--- src/rtl/ffl_round_controller.sv ---
// ffl_round_controller: one fastest-finger round sequencer.
// Synchronises and edge-detects the player buttons, arbitrates the first
// eligible press, runs the answer timer, applies host judgement and keeps
// saturating per-player scores.
// Optional feature macro: FALSE_START_EN. When it is defined, presses made
// while IDLE are remembered and those players are barred from the next round.
//
// Handshake note: host_start / host_correct / host_wrong / tick are one-cycle
// strobes with no back-pressure. A strobe takes effect on the clock edge where
// it is high, and only in the state that accepts it. In any other state it is
// dropped.
module ffl_round_controller #(
  parameter int ANSWER_TICKS = 200,
  parameter int SCORE_W      = 4
) (
  input  logic                 clk,
  input  logic                 rst,
  input  logic                 tick,
  input  logic                 host_start,
  input  logic                 host_correct,
  input  logic                 host_wrong,
  input  logic [3:0]           player,
  output logic                 flag,
  output logic [1:0]           winner_id,
  output logic [3:0]           winner_onehot,
  output logic [1:0]           state,
  output logic [7:0]           time_left,
  output logic                 timeout,
  output logic [3:0]           excluded,
  output logic [4*SCORE_W-1:0] score
);

  typedef enum logic [1:0] {
    ST_IDLE   = 2'd0,
    ST_ARMED  = 2'd1,
    ST_LOCKED = 2'd2
  } state_e;

  localparam logic [SCORE_W-1:0] SCORE_MAX = {SCORE_W{1'b1}};
  localparam logic [SCORE_W-1:0] SCORE_ONE = {{(SCORE_W-1){1'b0}}, 1'b1};

  logic [3:0]           sync1_q, sync2_q, prev_q, edge_q;
  state_e               state_q, state_d;
  logic [1:0]           winner_q, winner_d;
  logic [7:0]           time_q, time_d;
  logic [3:0]           excl_q, excl_d;
  logic [4*SCORE_W-1:0] score_q, score_d;
  logic [3:0]           elig;
  logic [1:0]           pick_id;
  logic [3:0]           win_oh;
  logic [3:0]           excl_hit;
  logic [SCORE_W-1:0]   cur_score;
`ifdef FALSE_START_EN
  logic [3:0]           pending_q, pending_d;
`endif

  // Two-flop synchroniser, previous-sample register and registered rising edge
  always_ff @(posedge clk) begin
    if (rst) begin
      sync1_q <= 4'b0;
      sync2_q <= 4'b0;
      prev_q  <= 4'b0;
      edge_q  <= 4'b0;
    end else begin
      sync1_q <= player;
      sync2_q <= sync1_q;
      prev_q  <= sync2_q;
      edge_q  <= sync2_q & ~prev_q;
    end
  end

  // Fixed-priority pick among eligible edges: lowest index wins
  always_comb begin
    elig    = edge_q & ~excl_q;
    pick_id = 2'd0;
    for (int i = 3; i >= 0; i--) begin
      if (elig[i]) pick_id = 2'(i);
    end
  end

  assign win_oh    = 4'b0001 << winner_q;
  assign excl_hit  = excl_q | win_oh;
  assign cur_score = score_q[winner_q*SCORE_W +: SCORE_W];

  // Round FSM: next state, timer, exclusion and score updates
  always_comb begin
    state_d = state_q;
    winner_d = winner_q;
    time_d   = time_q;
    excl_d   = excl_q;
    score_d  = score_q;
    timeout  = 1'b0;
`ifdef FALSE_START_EN
    pending_d = pending_q;
`endif
    case (state_q)
      ST_IDLE: begin
`ifdef FALSE_START_EN
        pending_d = pending_q | edge_q;
`endif
        if (host_start) begin
          state_d = ST_ARMED;
`ifdef FALSE_START_EN
          excl_d    = pending_q;
          pending_d = 4'b0;
`else
          excl_d = 4'b0;
`endif
        end
      end
      ST_ARMED: begin
        if (|elig) begin
          state_d  = ST_LOCKED;
          winner_d = pick_id;
          time_d   = 8'(ANSWER_TICKS);
        end
      end
      ST_LOCKED: begin
        if (host_correct) begin
          if (cur_score != SCORE_MAX) begin
            score_d[winner_q*SCORE_W +: SCORE_W] = cur_score + SCORE_ONE;
          end
          state_d = ST_IDLE;
          time_d  = 8'd0;
        end else if (host_wrong || (tick && (time_q == 8'd0))) begin
          timeout = ~host_wrong;
          excl_d  = excl_hit;
          state_d = (&excl_hit) ? ST_IDLE : ST_ARMED;
          time_d  = 8'd0;
        end else if (tick && (time_q != 8'd0)) begin
          time_d = time_q - 8'd1;
        end
      end
      default: begin
        state_d = ST_IDLE;
        time_d  = 8'd0;
      end
    endcase
  end

  // Round state registers
  always_ff @(posedge clk) begin
    if (rst) begin
      state_q  <= ST_IDLE;
      winner_q <= 2'd0;
      time_q   <= 8'd0;
      excl_q   <= 4'b0;
      score_q  <= '0;
    end else begin
      state_q  <= state_d;
      winner_q <= winner_d;
      time_q   <= time_d;
      excl_q   <= excl_d;
      score_q  <= score_d;
    end
  end

`ifdef FALSE_START_EN
  // False-start memory, only written while IDLE
  always_ff @(posedge clk) begin
    if (rst) pending_q <= 4'b0;
    else     pending_q <= pending_d;
  end
`endif

  assign flag          = (state_q == ST_LOCKED);
  assign winner_id     = winner_q;
  assign winner_onehot = flag ? win_oh : 4'b0;
  assign state         = state_q;
  assign time_left     = time_q;
  assign excluded      = excl_q;
  assign score         = score_q;

endmodule

--- config.mk ---
export PLATFORM = sky130hd
export DESIGN_NAME = ffl_round_controller
export DESIGN_NICKNAME = d
export VERILOG_FILES = /design/src/rtl/ffl_round_controller.sv
export SDC_FILE = /design/constraint.sdc
export NUM_CORES = 1
export LEC_CHECK = 0
export CORE_MARGIN = 5
export CORE_UTILIZATION = 45
export DETAILED_ROUTE_END_ITERATION = 16
export GPL_TIMING_DRIVEN = 1
export PLACE_DENSITY_LB_ADDON = 0.3
export SLEW_MARGIN = 10
export SYNTH_ARGS = -nofsm -noshare
export SYNTH_HDL_FRONTEND = slang
export SYNTH_SLANG_ARGS = --single-unit
--- constraint.sdc ---
create_clock -name clk -period 5.95 [get_ports clk]
set_input_delay 1.19 -clock clk [delete_from_list [all_inputs] [get_ports clk]]
set_output_delay 1.19 -clock clk [all_outputs]
set_load 0.02 [all_outputs]
Word-level counts from Yosys, hierarchy flattened
Cells that the tools add are included.

word-level totals
  bits in latches = 0
  logic and storage cells = 70
  output and inout port bits = 38
  flip-flop bits (word level) = 48
  bits of input ports = 10
  memory bits (read-only) = 0
  memories kept = 0
  bits in writable memories = 0

cells by class
  shifts and indexed selects = 4
  muxes and demuxes = 24
  add/sub/neg operators = 3
  magnitude comparators = 0
  bitwise operators = 7
  reductions and logical operators = 14
  equal/unequal tests = 9
  $mul = 0
  divide/modulo/power cells = 0

operators with widths
  operator                                                                  number
  4-bit negation with 34-bit output                                         1
  4-bit by 34-bit variable shift with 16-bit output (first input constant)  1
  4-bit by 34-bit variable part select with 16-bit output                   1
  8-bit two-way mux                                                         4
  8-bit one-hot mux with 3 select lines                                     1
  16-bit bitwise mux                                                        1
  2-bit two-way mux                                                         8
  4-bit two-way mux                                                         4
  16-bit by 5-bit variable part select with 4-bit output                    1
  3-bit AND reduction                                                       3
  4-bit bitwise AND                                                         2
  8-bit logical NOT                                                         1
  4-bit inverter                                                            2
  4-bit one-hot mux with 2 select lines                                     1
  4-bit AND reduction                                                       2
  8-bit nonzero test                                                        1
  8-bit by 1-bit subtractor with 8-bit output (second input constant)       1
  2-bit inequality test (second input constant)                             3
  2-bit one-hot mux with 3 select lines                                     1
  4-bit by 1-bit adder with 4-bit output (second input constant)            1
  1-bit two-way mux                                                         4
  4-bit by 2-bit inequality test with 1-bit output (second input constant)  1
  4-bit inequality test (second input constant)                             1
  4-bit bitwise OR                                                          1
  12 further kinds                                                          14

Logic depth before layout (Yosys ltp)
Gate-level depths: netlist (run 1).

  word-level depth = 7
  mapped depth = 8
  gate-level depth less buffers = 7

Worst setup path before layout (run 1)
Ideal clock, no wire load.

  path kind = in2out
  start point = in host_correct
  end point = out timeout
  data arrival time = 1.994 ns
  stages on the path = 2
  data required time = 4.760 ns
  path buffers = 0
  path slack = 2.766 ns
  cell sequence = or3b_2 -> nor2_1

on the way
  cells in the longest elaborated chain, start to end = 2

ends and longest elaborated chain
  item               line  source
  from (decl)        20    input logic host_correct,
  1-bit two-way mux  119   if (host_correct) begin
  1-bit two-way mux  96    case (state_q)
  to (decl)          28    output logic timeout,

No other way between the ends.

Worst setup path in the final report (run 1)
Ends and elaborated chain as after synthesis.

==> results of run 1 <==
## flip-flops by register name, indices dropped and copies added, names as in the netlist
register / count
edge_q: 4
score: 16
winner_id: 2
state: 2
time_left: 8
excluded: 4
sync2_q: 4
sync1_q: 4
prev_q: 4
## power breakdown
part | internal (mW) | switching, mW | total (mW)
Sequential | 0.334 | 0.0139 | 0.348
Clock | 0.148 | 0.108 | 0.256
Combinational | 0.0756 | 0.110 | 0.186
Total | 0.558 | 0.232 | 0.790
## per-stage QoR
| stage | hold slack [ns] | instances | util (%) |
|---|---|---|---|
| 5_1_grt | 0.404 | 365 | 58.9 |
| 6_report | 0.384 | 365 | 58.9 |
| 3_3_place_gp | 0.373 | 357 | 56.4 |
| 4_1_cts | 0.390 | 365 | 58.9 |
| 3_5_place_dp | 0.374 | 357 | 56.4 |
| 2_1_floorplan | 0.367 | 244 | - |
## placed cells by master, fill, tap and decap left out, types with 6 or more instances in the layout
| master | Yosys | layout |
|---|---|---|
| dfxtp_1 | 48 | 48 |
| nand3_1 | 6 | 6 |
| nand2b_1 | 6 | 6 |
| inv_1 | 15 | 15 |
| nor2_1 | 15 | 15 |
| a31oi_1 | 6 | 6 |
| nand2_1 | 16 | 16 |
| nor2b_1 | 17 | 17 |
| a21oi_1 | 18 | 18 |
| ha_1 | 14 | 14 |
| or3_1 | 11 | 11 |
| o21ai_0 | 8 | 8 |
| clkbuf_8 | 0 | 7 |
| clkdlybuf4s50_1 | 0 | 47 |
## layout make-up
| cell class | count | area (um2) |
|---|---|---|
| multi-input combinational | 176 | 1240 |
| clock buffer | 7 | 96.3 |
| sequential | 48 | 961 |
| inverter | 15 | 56.3 |
| clock inverter | 1 | 30.0 |
| tap | 70 | 87.6 |
| timing repair buffer | 48 | 478 |
| fill | 472 | 2060 |
## metal layers
metal	vias to the layer above	GRT usage [%]
met5	-	0
met4	0	5.57
met3	8	4.88
met2	51	27.4
met1	913	20.8
li1	966	-
## path summary, 6_finish.rpt
kind	from	end	slack (ns)	cells past startpoint
setup reg to reg	winner_id[0]$_SDFFE_PP0P_	score[6]$_SDFFE_PP0P_	3.22	6
hold reg to reg	prev_q[3]$_SDFF_PP0_	edge_q[3]$_SDFF_PP0_	0.38	1
setup / recovery	host_correct	timeout	1.86	4
hold / removal	prev_q[3]$_SDFF_PP0_	edge_q[3]$_SDFF_PP0_	0.38	1
## worst register-to-register path, stage by stage (launching register included)
cell     delay, ns
dfxtp_1       0.66
mux4_1        0.73
ha_1          0.29
a31oi_4       0.31
nand2_4       0.13
or3_1         0.41
a21oi_2       0.13
## cells by family (layout without fill, tap and decap cells)
logic type / count (synthesis) / in the layout / synth area share, %
simple gates: 98 / 98 / 24.9
compound gates: 56 / 56 / 15.9
flops: 48 / 48 / 42.0
buf+inv: 20 / 71 / 3.61
fa+ha+maj: 14 / 14 / 7.66
mux: 6 / 6 / 5.14
xor+xnor: 2 / 2 / 0.766
==> reports/qor.csv, run 1 <==
stage,metric,value,unit
drt,average wire per standard cell,14.2,um
place,post-detail-place hpwl,3650,um
timing,Final Max Tran Viols,0,
timing,Slew @ Worst Pin,0.938,ns
setup_path,crit path cell chain,clkdlybuf4s50_1 > or3b_2 > nor2_1 > clkdlybuf4s50_1,
drt,TritonRoute pass-1 iters,5,
drt,Antenna Nets Post-Route,0,
timing,Final Hold Violating Endpoints,0,
layout,share of layout cells above drive strength 1,7.80,%
timing,sum of negative setup slack,0,ns
layout,ant diodes,0,
logic_synthesis,post-synthesis sequential area ratio,42.0,%
floorplanning,Ports,48,
setup_path,crit path buf inv count,2,
floorplanning,starting density of the core,45.7,%
logic_synthesis,Netlist cell types,44,
drt,drt total wl,5180,um
logic_synthesis,cell taking the most area after synthesis,dfxtp_1,
logic_synthesis,cells after synthesis,244,
cts,CTS tree,yes,
logic_synthesis,"top cells by count, synth","dfxtp_1, a21oi_1, nor2b_1",
power,power density over the cells,268,nW/um2
setup_path,Critical-path top delay cell,clkdlybuf4s50_1,
drt,via count,1938,
floorplanning,die span in y,81.3,um
grt,initial antenna violation count,0,
logic_synthesis,"count leader, synth",dfxtp_1,
cts,CTS Sinks,48,
logic_synthesis,Post-synth EDFFs,0,
layout,Synth-to-Final Area Change,29.1,%
floorplanning,Core Region,5010,um2
floorplanning,Die Wd,81.3,um
floorplanning,die area,6610,um2
drt,DR vias/cell,5.31,
cts,Clock Latency Late Sink,0.30,ns
place,DP Worst Slack,1.87,ns
logic_synthesis,Mapped Nets,268,
timing,Final period util,68.7,%
drt,DR WL met3,266,um
cts,Worst-path clk slew,0.08,ns
setup_path,cell family with most CP delay,buffers and inverters,
drt,met2 wire length,2370,um
drt,Top Metal Used,met4,
cts,Resized Gates After CTS,0,
logic_synthesis,Synth Register Bits,48,
power,Static Leakage,1.08,nW
cts,setup bufs post-CTS,0,
drt,Metal-1 WL,2470,um
setup_path,WP data required,4.76,ns
power,total power,790,uW
cts,CTS buffer count,5,
status,status,finished clean,
setup_path,critical path class,in2out,
cts,CTS root buffer,clkbuf_8,
logic_synthesis,synth top area cells,"dfxtp_1, ha_1, nor2b_1",
logic_synthesis,"Top FF cell, synth",dfxtp_1,
layout,"Design Area, Final",2950,um2
flow_run,Max-Cap Viols,0,
setup_path,"most used cell, CP",clkdlybuf4s50_1,
timing,post-route minimum period,4.09,ns
drt,DRC,0,
logic_synthesis,YS warnings,0,
timing,fmax,0.245,GHz
place,routability cong.,0.802,
setup_path,crit-path max FO,4,
worst_hold_path,Hold WC Path Type,reg2reg,
grt,largest net degree at the start of global routing,43,
setup_path,crit path capture type,output pin,
grt,vias in the first global route,1849,
cts,Hold Buf Count CTS,0,
setup_path,WP data arrival,2.90,ns
cts,H-tree levels,2,
cts,clock buffer depth,2,
floorplanning,row count,26,
logic_synthesis,Synth Cell Area,2290,um2
logic_synthesis,asr flop ratio synth,0,%
logic_synthesis,Mean Syn Cell Area,9.37,um2
timing,Finish-stage setup viols,0,
timing,RSZ-0062 raised after global routing,false,
grt,first-pass GRT wire length,8540,um
layout,Final nets,318,
drt,initial DRC count,97,
place,dpl cell area,2830,um2
setup_path,crit-path max cell delay,0.61,ns
setup_path,Worst setup SP type,input port,
timing,slew margin rel.,37.1,%
grt,All-Layer GR Usage,16.7,%
place,PortBufs,47,
logic_synthesis,top cell type's share of synthesized area,42.0,%
power,Peak supply drop,0.000126,V
timing,Setup Skew,0.00661,ns
grt,grt ovf,0,
timing,setup ws final,1.86,ns
No activity file was read; power rests on OpenSTA's default activity.
==> run 2: changes to the inputs <==
Clock period 5.95 ns to 3.5 ns, I/O delays scaled along.
==> run 2 against run 1 <==
Net effect: final cell count increased by 0.27%; setup slack got worse by 1.5 ns; wire length increased by 2.4%; non-clock buffer count increased by 1; register-to-register slack got worse by 2.4 ns; largest cell class unchanged; largest power group unchanged.
==> reports/qor.csv, run 2 (synthesis gave the netlist of run 1 again) <==
stage,metric,value,unit,change
grt,initial antenna violation count,0,,unchanged
layout,Final nets,319,,was 318
worst_hold_path,Hold Path Origin,prev_q[0]$_SDFF_PP0_,,was prev_q[3]$_SDFF_PP0_
cts,CTS buffer count,5,,unchanged
layout,Synth-to-Final Area Change,28.6,%,was 29.1%
worst_hold_path,Hold WC Path Type,reg2reg,,unchanged
floorplanning,Die Wd,81.3,um,unchanged
timing,Setup Skew,0.00504,ns,was 0.00661 ns
power,power density over the cells,444,nW/um2,was 268 nW/um2
setup_path,critical path class,in2out,,unchanged
timing,RSZ-0062 raised after global routing,false,,unchanged
timing,Final Hold Violating Endpoints,0,,unchanged
cts,CTS tree,yes,,unchanged
setup_path,worst flop-to-flop path endpoint,score[14]$_SDFFE_PP0P_,,was score[6]$_SDFFE_PP0P_
power,Peak supply drop,0.000197,V,was 0.000126 V
floorplanning,Core Region,5010,um2,unchanged
layout,ant diodes,0,,unchanged
layout,Largest register FFs,16,,unchanged
timing,Final period util,88.6,%,
layout,"commonest non-fill, non-tap cell in the layout",dfxtp_1,,unchanged
cts,H-tree levels,2,,unchanged
setup_path,WP data required,2.80,ns,was 4.76 ns
timing,slew margin rel.,45.9,%,was 37.1%
place,post-detail-place hpwl,3770,um,was 3650 um
drt,drt total wl,5310,um,was 5180 um
setup_path,Reg2Reg Depth,6,,unchanged
layout,"commonest non-fill, non-tap cells in the layout","dfxtp_1, clkdlybuf4s50_1, a21oi_1",,unchanged
place,PortBufs,47,,unchanged
status,status,finished clean,,unchanged
cts,Hold Buf Count CTS,0,,unchanged
drt,average wire per standard cell,14.5,um,was 14.2 um
timing,Finish-stage setup viols,0,,unchanged
timing,Slew @ Worst Pin,0.809,ns,was 0.938 ns
layout,Storage cell area,961,um2,unchanged
drt,DR vias/cell,5.33,,was 5.31
flow_run,Max-Cap Viols,0,,unchanged
timing,post-route minimum period,3.10,ns,
grt,first-pass GRT wire length,9030,um,was 8540 um
setup_path,crit path capture type,output pin,,unchanged
drt,via count,1951,,was 1938
floorplanning,Ports,48,,unchanged
cts,clock buffer depth,2,,unchanged
grt,All-Layer GR Usage,17.7,%,was 16.7%
setup_path,crit-path max FO,4,,unchanged
timing,Final Max Tran Viols,0,,unchanged
drt,TritonRoute pass-1 iters,4,,was 5
cts,CTS Sinks,48,,unchanged
drt,DRC,0,,unchanged
worst_hold_path,hold depth,1,,unchanged
floorplanning,die area,6610,um2,unchanged
cts,setup bufs post-CTS,0,,unchanged
layout,share of layout cells above drive strength 1,7.77,%,was 7.80%
setup_path,Worst Setup SP,host_correct,,unchanged
cts,CTS root buffer,clkbuf_8,,unchanged
floorplanning,starting density of the core,45.7,%,unchanged
grt,largest net degree at the start of global routing,42,,was 43
floorplanning,die span in y,81.3,um,unchanged
place,dpl cell area,2830,um2,about the same
setup_path,Worst setup SP type,input port,,unchanged
drt,Antenna Nets Post-Route,0,,unchanged
cts,Resized Gates After CTS,0,,unchanged
layout,final cell utilization of the core,58.7,%,was 58.9%
grt,grt ovf,0,,unchanged
place,routability cong.,0.812,,was 0.802
layout,Fill cells,455,,was 472
layout,area of the multi-input gates,1240,um2,unchanged
setup_path,r2r startpoint,winner_id[0]$_SDFFE_PP0P_,,unchanged
setup_path,"reg-to-reg slack, setup",0.80,ns,was 3.22 ns
layout,"Design Area, Final",2940,um2,was 2950 um2
cts,Clock Latency Late Sink,0.30,ns,about the same
cts,Worst-path clk slew,0.09,ns,was 0.08 ns
drt,initial DRC count,116,,was 97
power,Static Leakage,1.08,nW,about the same
floorplanning,row count,26,,unchanged
grt,vias in the first global route,1894,,was 1849
timing,sum of negative setup slack,0,ns,unchanged
setup_path,WP data arrival,2.40,ns,was 2.90 ns
timing,fmax,0.322,GHz,
worst_hold_path,Hold Path End,edge_q[0]$_SDFF_PP0_,,was edge_q[3]$_SDFF_PP0_
## run 2: cell types whose count changed in the layout (fill, tap and decap cells not counted), sizes merged
cell | before | now
buf | 1 | 2
clkbuf | 7 | 6
clkinv | 0 | 1
## run 2: routing by layer
metal | wire (um) | share of wire (%) | track usage [%] | vias to the layer above
met3 | 266 | 5.0 | 4.55 | 6
met2 | 2480 | 47 | 28.8 | 42
met1 | 2510 | 47 | 22.4 | 937
li1 | - | - | - | 966
met4 | 51 | 0.96 | 6.42 | 0
met5 | 0 | 0 | 0 | -
## run 2: power breakdown
group	total (mW)	switching (mW)	internal, mW
registers	0.593	0.0240	0.569
clock network	0.398	0.186	0.212
logic	0.317	0.188	0.128
total	1.31	0.398	0.909
## run 2: how the worst max path moves through the flow
stage	endpoint	slack, ns	cells past startpoint
5_1_grt	timeout	0.29	4
3_5_place_dp	timeout	0.40	4
4_1_cts	timeout	0.40	4
6_report	timeout	0.40	4
2_1_floorplan	score[6]$_SDFFE_PP0P_	0.99	6
3_3_place_gp	timeout	0.43	4
## run 2: layout make-up
cell class | instances | area share, %
clock buffer | 6 | 2.47
clock inverter | 2 | 1.19
inverter | 15 | 1.91
multi-input combinational | 176 | 42.3
sequential | 48 | 32.7
tap | 70 | 2.98
timing repair buffer | 49 | 16.5
## run 2: worst max-delay path, stage by stage
cell and delay, ns:
clkdlybuf4s50_1 0.45, or3b_2 0.52, nor2_1 0.12, clkdlybuf4s50_1 0.61
## run 2: metrics by stage
step,hold slack [ns],std cells,total power [mW],setup WS [ns]
after floorplan,0.367,244,0.811,0.986
after global placement,0.373,358,0.915,0.429
after detailed placement,0.375,358,0.921,0.405
after CTS,0.389,366,1.31,0.398
after global routing,0.395,366,1.38,0.288
final,0.387,366,1.31,0.398
